**config.mk**
```make
export PLATFORM = sky130hd
export DESIGN_NAME = f1_start_ctrl_flat
export DESIGN_NICKNAME = d
export VERILOG_FILES = /design/src/rtl/f1_start_ctrl_if.sv /design/src/rtl/f1_start_ctrl.sv /design/src/flat_wrapper.sv
export SDC_FILE = /design/constraint.sdc
export NUM_CORES = 1
export LEC_CHECK = 0
export CAP_MARGIN = 20
export CORE_MARGIN = 8
export CORE_UTILIZATION = 45
export DETAILED_ROUTE_END_ITERATION = 6
export GPL_TIMING_DRIVEN = 0
export HOLD_SLACK_MARGIN = 0.1
export SLEW_MARGIN = 20
export SYNTH_ARGS = -nofsm -noshare
export SYNTH_HDL_FRONTEND = slang
export SYNTH_SLANG_ARGS = --single-unit
```
**constraint.sdc**
```tcl
create_clock -name clk -period 3 [get_ports clk]
set_input_delay 0.45 -clock clk [delete_from_list [all_inputs] [get_ports clk]]
set_output_delay 0.45 -clock clk [all_outputs]
set_load 0.1 [all_outputs]
```
**src/rtl/f1_start_ctrl_if.sv**
```systemverilog
// Board-facing signal bundle of the F1 start controller: buttons and enable in,
// light bar, status strobes and reaction-time display out.
interface f1_start_ctrl_if #(
   parameter int RT_W = 16
);
   logic            en;
   logic            trigger;
   logic            resp;
   logic [7:0]      data_out;
   logic            cmd_seq;
   logic            cmd_delay;
   logic            go;
   logic            rt_valid;
   logic [RT_W-1:0] rt_cycles;
   logic            jump_start;

   modport master (
      output en, trigger, resp,
      input  data_out, cmd_seq, cmd_delay, go, rt_valid, rt_cycles, jump_start
   );

   modport slave (
      input  en, trigger, resp,
      output data_out, cmd_seq, cmd_delay, go, rt_valid, rt_cycles, jump_start
   );
endinterface

```
**src/rtl/f1_start_ctrl.sv**
```systemverilog
// F1 start gantry sequencer: lights fill one per tick, random hold from a 7-bit LFSR,
// lights out, then reaction-time measurement with jump-start detection.
//
// state   | meaning
// --------+--------------------------------------------------------------
// S_IDLE  | lights off, LFSR free-running, waiting for a trigger rising edge
// S_SEQ   | one more light per tick; a full bar is held for one extra tick
// S_HOLD  | full bar, delay_cnt ticks down from the LFSR draw
// S_REACT | lights out, counting cycles until resp or counter saturation
module f1_start_ctrl #(
   parameter int         TICK_N    = 48000,
   parameter logic [6:0] LFSR_SEED = 7'h01,
   parameter int         RT_W      = 16
) (
   input logic            clk,
   input logic            rst,
   f1_start_ctrl_if.slave bus
);
   localparam int              TW        = (TICK_N > 1) ? $clog2(TICK_N) : 1;
   localparam logic [6:0]      SEED      = (LFSR_SEED == 7'h00) ? 7'h01 : LFSR_SEED;
   localparam logic [TW-1:0]   TICK_LAST = TW'(TICK_N - 1);
   localparam logic [RT_W-1:0] RT_MAX    = '1;

   typedef enum logic [1:0] {S_IDLE, S_SEQ, S_HOLD, S_REACT} state_t;

   state_t          state_q, state_d;
   logic            trig_q, trig_d;
   logic [TW-1:0]   tick_cnt_q, tick_cnt_d;
   logic [6:0]      delay_cnt_q, delay_cnt_d;
   logic [RT_W-1:0] rt_cnt_q, rt_cnt_d;
   logic [6:0]      lfsr_q, lfsr_d;
   logic [7:0]      data_out_q, data_out_d;
   logic            cmd_seq_q, cmd_seq_d;
   logic            cmd_delay_q, cmd_delay_d;
   logic            go_q, go_d;
   logic            rt_valid_q, rt_valid_d;
   logic [RT_W-1:0] rt_cycles_q, rt_cycles_d;
   logic            jump_start_q, jump_start_d;

   logic tick_w;
   logic trig_edge;
   logic early_resp;

   assign tick_w     = bus.en & (tick_cnt_q == TICK_LAST);
   assign trig_edge  = bus.trigger & ~trig_q;
   assign early_resp = bus.en & bus.resp & ((state_q == S_SEQ) | (state_q == S_HOLD));

   always_comb begin
      state_d      = state_q;
      trig_d       = trig_q;
      tick_cnt_d   = tick_cnt_q;
      delay_cnt_d  = delay_cnt_q;
      rt_cnt_d     = rt_cnt_q;
      lfsr_d       = lfsr_q;
      data_out_d   = data_out_q;
      cmd_seq_d    = cmd_seq_q;
      cmd_delay_d  = cmd_delay_q;
      go_d         = 1'b0;
      rt_valid_d   = 1'b0;
      rt_cycles_d  = rt_cycles_q;
      jump_start_d = jump_start_q;

      if (bus.en) begin
         trig_d     = bus.trigger;
         tick_cnt_d = tick_w ? '0 : tick_cnt_q + TW'(1);
         unique case (state_q)
            S_IDLE: begin
               lfsr_d     = {lfsr_q[5:0], lfsr_q[6] ^ lfsr_q[5]};
               data_out_d = '0;
               if (trig_edge) begin
                  state_d      = S_SEQ;
                  tick_cnt_d   = '0;
                  cmd_seq_d    = 1'b1;
                  jump_start_d = 1'b0;
               end
            end
            S_SEQ: begin
               if (!bus.resp && tick_w) begin
                  if (data_out_q == 8'hFF) begin
                     state_d     = S_HOLD;
                     delay_cnt_d = lfsr_q;
                     cmd_seq_d   = 1'b0;
                     cmd_delay_d = 1'b1;
                  end else begin
                     data_out_d = {data_out_q[6:0], 1'b1};
                  end
               end
            end
            S_HOLD: begin
               if (!bus.resp && tick_w) begin
                  if (delay_cnt_q == 7'd1) begin
                     state_d     = S_REACT;
                     data_out_d  = '0;
                     cmd_delay_d = 1'b0;
                     go_d        = 1'b1;
                     rt_cnt_d    = '0;
                  end else begin
                     delay_cnt_d = delay_cnt_q - 7'd1;
                  end
               end
            end
            S_REACT: begin
               if (bus.resp) begin
                  state_d     = S_IDLE;
                  rt_cycles_d = rt_cnt_q;
                  rt_valid_d  = 1'b1;
               end else if (rt_cnt_q == RT_MAX) begin
                  state_d     = S_IDLE;
                  rt_cycles_d = RT_MAX;
                  rt_valid_d  = 1'b1;
               end else begin
                  rt_cnt_d = rt_cnt_q + RT_W'(1);
               end
            end
            default: state_d = S_IDLE;
         endcase

         // an early button press aborts the start even on the lights-out tick
         if (early_resp) begin
            state_d      = S_IDLE;
            data_out_d   = '0;
            cmd_seq_d    = 1'b0;
            cmd_delay_d  = 1'b0;
            jump_start_d = 1'b1;
         end
      end
   end

   always_ff @(posedge clk) begin
      if (rst) begin
         state_q      <= S_IDLE;
         trig_q       <= 1'b0;
         tick_cnt_q   <= '0;
         delay_cnt_q  <= '0;
         rt_cnt_q     <= '0;
         lfsr_q       <= SEED;
         data_out_q   <= '0;
         cmd_seq_q    <= 1'b0;
         cmd_delay_q  <= 1'b0;
         go_q         <= 1'b0;
         rt_valid_q   <= 1'b0;
         rt_cycles_q  <= '0;
         jump_start_q <= 1'b0;
      end else begin
         state_q      <= state_d;
         trig_q       <= trig_d;
         tick_cnt_q   <= tick_cnt_d;
         delay_cnt_q  <= delay_cnt_d;
         rt_cnt_q     <= rt_cnt_d;
         lfsr_q       <= lfsr_d;
         data_out_q   <= data_out_d;
         cmd_seq_q    <= cmd_seq_d;
         cmd_delay_q  <= cmd_delay_d;
         go_q         <= go_d;
         rt_valid_q   <= rt_valid_d;
         rt_cycles_q  <= rt_cycles_d;
         jump_start_q <= jump_start_d;
      end
   end

   assign bus.data_out   = data_out_q;
   assign bus.cmd_seq    = cmd_seq_q;
   assign bus.cmd_delay  = cmd_delay_q;
   assign bus.go         = go_q;
   assign bus.rt_valid   = rt_valid_q;
   assign bus.rt_cycles  = rt_cycles_q;
   assign bus.jump_start = jump_start_q;
endmodule

```
**src/flat_wrapper.sv**
```systemverilog
// flat-port wrapper written by rule: the top's interface ports become plain ports
module f1_start_ctrl_flat 
#(
   parameter int         TICK_N    = 48000,
   parameter logic [6:0] LFSR_SEED = 7'h01,
   parameter int         RT_W      = 16
)
  (clk, rst, bus_en, bus_trigger, bus_resp, bus_data_out, bus_cmd_seq, bus_cmd_delay, bus_go, bus_rt_valid, bus_rt_cycles, bus_jump_start);
  f1_start_ctrl_if #(.RT_W(RT_W)) bus_i ();
  input logic clk;
  input logic rst;
  input wire logic [$bits(bus_i.en)-1:0] bus_en;
  input wire logic [$bits(bus_i.trigger)-1:0] bus_trigger;
  input wire logic [$bits(bus_i.resp)-1:0] bus_resp;
  output wire logic [$bits(bus_i.data_out)-1:0] bus_data_out;
  output wire logic [$bits(bus_i.cmd_seq)-1:0] bus_cmd_seq;
  output wire logic [$bits(bus_i.cmd_delay)-1:0] bus_cmd_delay;
  output wire logic [$bits(bus_i.go)-1:0] bus_go;
  output wire logic [$bits(bus_i.rt_valid)-1:0] bus_rt_valid;
  output wire logic [$bits(bus_i.rt_cycles)-1:0] bus_rt_cycles;
  output wire logic [$bits(bus_i.jump_start)-1:0] bus_jump_start;
  assign bus_i.en = bus_en;
  assign bus_i.trigger = bus_trigger;
  assign bus_i.resp = bus_resp;
  assign bus_data_out = bus_i.data_out;
  assign bus_cmd_seq = bus_i.cmd_seq;
  assign bus_cmd_delay = bus_i.cmd_delay;
  assign bus_go = bus_i.go;
  assign bus_rt_valid = bus_i.rt_valid;
  assign bus_rt_cycles = bus_i.rt_cycles;
  assign bus_jump_start = bus_i.jump_start;
  f1_start_ctrl #(.TICK_N(TICK_N), .LFSR_SEED(LFSR_SEED), .RT_W(RT_W)) u_core (.clk(clk), .rst(rst), .bus(bus_i));
endmodule
```
==> flow_metrics.py <==
metrics = {
    "yosys": {
        "synth.largest_area_cell": "dfxtp_1",
        "netlist_instances": 483,
        "synth-main-ff-cell": "dfxtp_1",
        "synth_edf_count": 0,
        "synth.top_cell.area_share_pct": 40.0,
        "ys_ff_latch": 78,
        "synth-warning-count": 0,
        "synth_nets": 496,
        "netlist_area_um2": 3910,
        "ys_async_sr_fraction_pct": 0,
        "yosysUniqueCellTypes": 64,
        "synth.yosys.seq_area_share_pct": 40.0,
        "synth_area_leaders": "dfxtp_1 40%, nor2_1 5.2%, a21oi_1 5.0%, nand2_1 5.0%, a311oi_1 3.8%",
        "avgSynthCellArea_um2": 8.09,
    },
    "timing": {
        "setup_viol": 0,
        "layout_setup_ws_ns": 0.187,
        "tns_ns": 0,
        "hold_viol_final": 0,
        "fin_crit_ns": 2.81,
        "fin_skew_ns": 0.00868,
        "slew_headroom_pct": 34.5,
        "slew_violations": 0,
        "worst_slew_pin_slew_ns": 0.980,
        "whs_ns": 0.476,
        "rsz0062_at_grt": "false",
        "period_share_pct": 93.8,
        "max_clock_freq_ghz": 0.355,
    },
    "die": {
        "die_w_um": 109,
        "fp-row-count": 34,
        "io_pins": 34,
        "dieHeight_um": 109,
        "core_um2": 8550,
        "start_util_pct": 45.7,
        "dieArea_um2": 11900,
    },
    "grt": {
        "grt_pass1_vias": 3467,
        "grt_first_pass_wirelength_um": 17500,
        "grt_usage_pct": 18.3,
        "grt_use_met2_pct": 30.6,
        "grt_max_degree": 14,
        "overflow": 0,
        "use_met3_pct": 3.49,
        "antenna_found_initial": 0,
        "gr-usage-met1_pct": 22.7,
        "busiest_layer": "met2",
    },
    "setup_path": {
        "worstPathMaxFanout": 9,
        "r2r_setup_slack_ns": 0.19,
        "start_kind": "flop",
        "crit_type": "flop to flop",
        "cp_cell_sequence": "ha_1, nand3b_1, nor4_4, nand2_2, or4_4, nor3b_4, a22o_1",
        "worst_ep_required_time_ns": 3.30,
        "critical_path_buf_inv_count": 0,
        "critPathSlowestCell": "nor4_4",
        "critPathMaxStageDelay_ns": 0.56,
        "cp_top_family": "simple AND/OR/NAND/NOR gates",
        "end_kind": "flop",
        "arrival_ns": 3.12,
    },
    "finish": {
        "drive_above_1_share_pct": 6.44,
        "final_common_cell": "dfxtp_1",
        "fin_nets": 537,
        "final_cell_mix": "78 x dfxtp_1, 54 x nor2_1, 52 x nand2_1",
        "syn2layout_area_growth_pct": 16.3,
        "final_cells": 636,
        "diodes": 0,
        "utilization_pct": 53.1,
    },
    "placement": {
        "port_buffers": 30,
        "globalplace.congestion": 0.858,
        "dpl.hpwl_um": 7750,
        "dp_cells": 621,
        "dpl_worst_slack_ns": 0.0378,
    },
    "cts": {
        "cts_inserted_buffers": 9,
        "post_cts_buffers": 0,
        "cts_root_buf": "clkbuf_8",
        "h-tree-depth": 3,
        "clk_latency_ns": 0.36,
        "clk_pin_slew_ns": 0.08,
        "cts_max_path_buffers": 2,
        "clock-sinks": 78,
        "cts_tree": "yes",
    },
    "power_and_ir_drop": {
        "powerDensity_nw_per_um2": 474,
        "leakage_uw": 0.00142,
        "ir_drop_uv": 268,
    },
    "run": {
        "maxCapViolations": 0,
    },
    "routing": {
        "via_per_inst": 5.77,
        "vias": 3671,
        "drtIter0Drc": 152,
        "wl_per_cell_um": 16.7,
        "antenna_left": 0,
        "dr.pass1.iters": 4,
        "drcViolationCount": 0,
        "wirelength_um": 10600,
    },
    "run_status": {
        "status": "finished clean",
    },
    "worst_hold_path": {
        "hold_path_class": "flop to flop",
    },
}
==> cell usage after synthesis (all sizes together), types with 4 or more instances <==
| library cell | n |
|---|---|
| dfxtp | 78 |
| nor2 | 54 |
| nand2 | 53 |
| a21oi | 39 |
| inv | 25 |
| clkbuf | 23 |
| nand3 | 22 |
| o21ai | 19 |
| a311oi | 17 |
| nand4 | 13 |
| nor3 | 11 |
| nor4 | 10 |
| a211oi | 9 |
| ha | 8 |
| a22o | 7 |
| a31oi | 7 |
| nand2b | 7 |
| xnor2 | 7 |
| a21o | 4 |
| and3 | 4 |
| and4 | 4 |
| buf | 4 |
| or3 | 4 |
| xor2 | 4 |
==> where the power goes <==
| group | internal (uW) | leakage, uW | switching [uW] |
|---|---|---|---|
| sequential | 1060 | 0.000630 | 19.9 |
| clock | 402 | 0.0000866 | 395 |
| combinational | 85.7 | 0.000701 | 197 |
| total | 1540 | 0.00142 | 612 |
==> layout make-up <==
type / count / area [um2]
Tap cell: 108 / 135
Clock inverter: 5 / 60.1
Clock buffer: 10 / 138
Timing Repair Buffer: 30 / 300
Fill cell: 841 / 4010
Inverter: 26 / 97.6
Sequential cell: 78 / 1560
Multi-Input combinational cell: 352 / 2150
Buffer: 27 / 105
==> worst reg2reg max path, delay by kind of cell, from the launching register on <==
| kind | cells | cell delay [ns] |
|---|---|---|
| simple gates | 5 | 1.91 |
| flops | 1 | 0.41 |
| fa+ha+maj | 1 | 0.26 |
| compound gates | 1 | 0.19 |
==> what timing repair did <==
item | 4_1_cts | 5_1_grt
setup endpoints to repair | 0 | 4
gates resized for setup | 0 | 1
hold buffers | 0 | 0
==> registers in the layout (all words and copies together) (netlist names) <==
name and cells:
u_core.rt_cnt_q 16, u_core.bus.cmd_delay 1, u_core.trig_q 1, u_core.state_q 2, u_core.delay_cnt_q 7, u_core.tick_cnt_q 16, u_core.bus.data_out 8, u_core.bus.go 1
u_core.bus.jump_start 1, u_core.bus.rt_valid 1, u_core.lfsr_q 7, u_core.bus.rt_cycles 16, u_core.bus.cmd_seq 1
==> metrics by stage <==
stage	cell area (um2)	power [uW]
final	4540	2160
after CTS	4540	2170
after global routing	4540	2250
after global placement	4340	1380
after floorplan	3910	1310
after detailed placement	4340	1380
==> path summary, 6_finish.rpt <==
path                        startpoint                      to  cells past startpoint
hold / removal      u_core.rt_cnt_q[9]      u_core.rt_cnt_q[9]                      1
setup reg to reg  u_core.tick_cnt_q[0]  u_core.bus.data_out[3]                      7
hold reg to reg     u_core.rt_cnt_q[9]      u_core.rt_cnt_q[9]                      1
setup / recovery  u_core.tick_cnt_q[0]  u_core.bus.data_out[3]                      7
==> kinds of logic (layout without fill, tap and decap cells) <==
logic type,after synthesis,after routing,synth area share (%)
AOI/OAI and AO/OA,132,132,23.0
xor gates and xnor gates,11,11,2.47
adders and majority gates,8,8,2.56
buffers and inverters,53,98,5.19
DFF,78,78,40.0
muxes,3,3,0.769
and+or+nand+nor,198,198,26.1
==> layer usage <==
layer | vias up | part of all wire, %
met4 | 0 | 1.5
li1 | 1840 | -
met2 | 92 | 47
met3 | 13 | 5.2
met5 | - | 0
met1 | 1726 | 46
(Power assumes the default switching activity.)
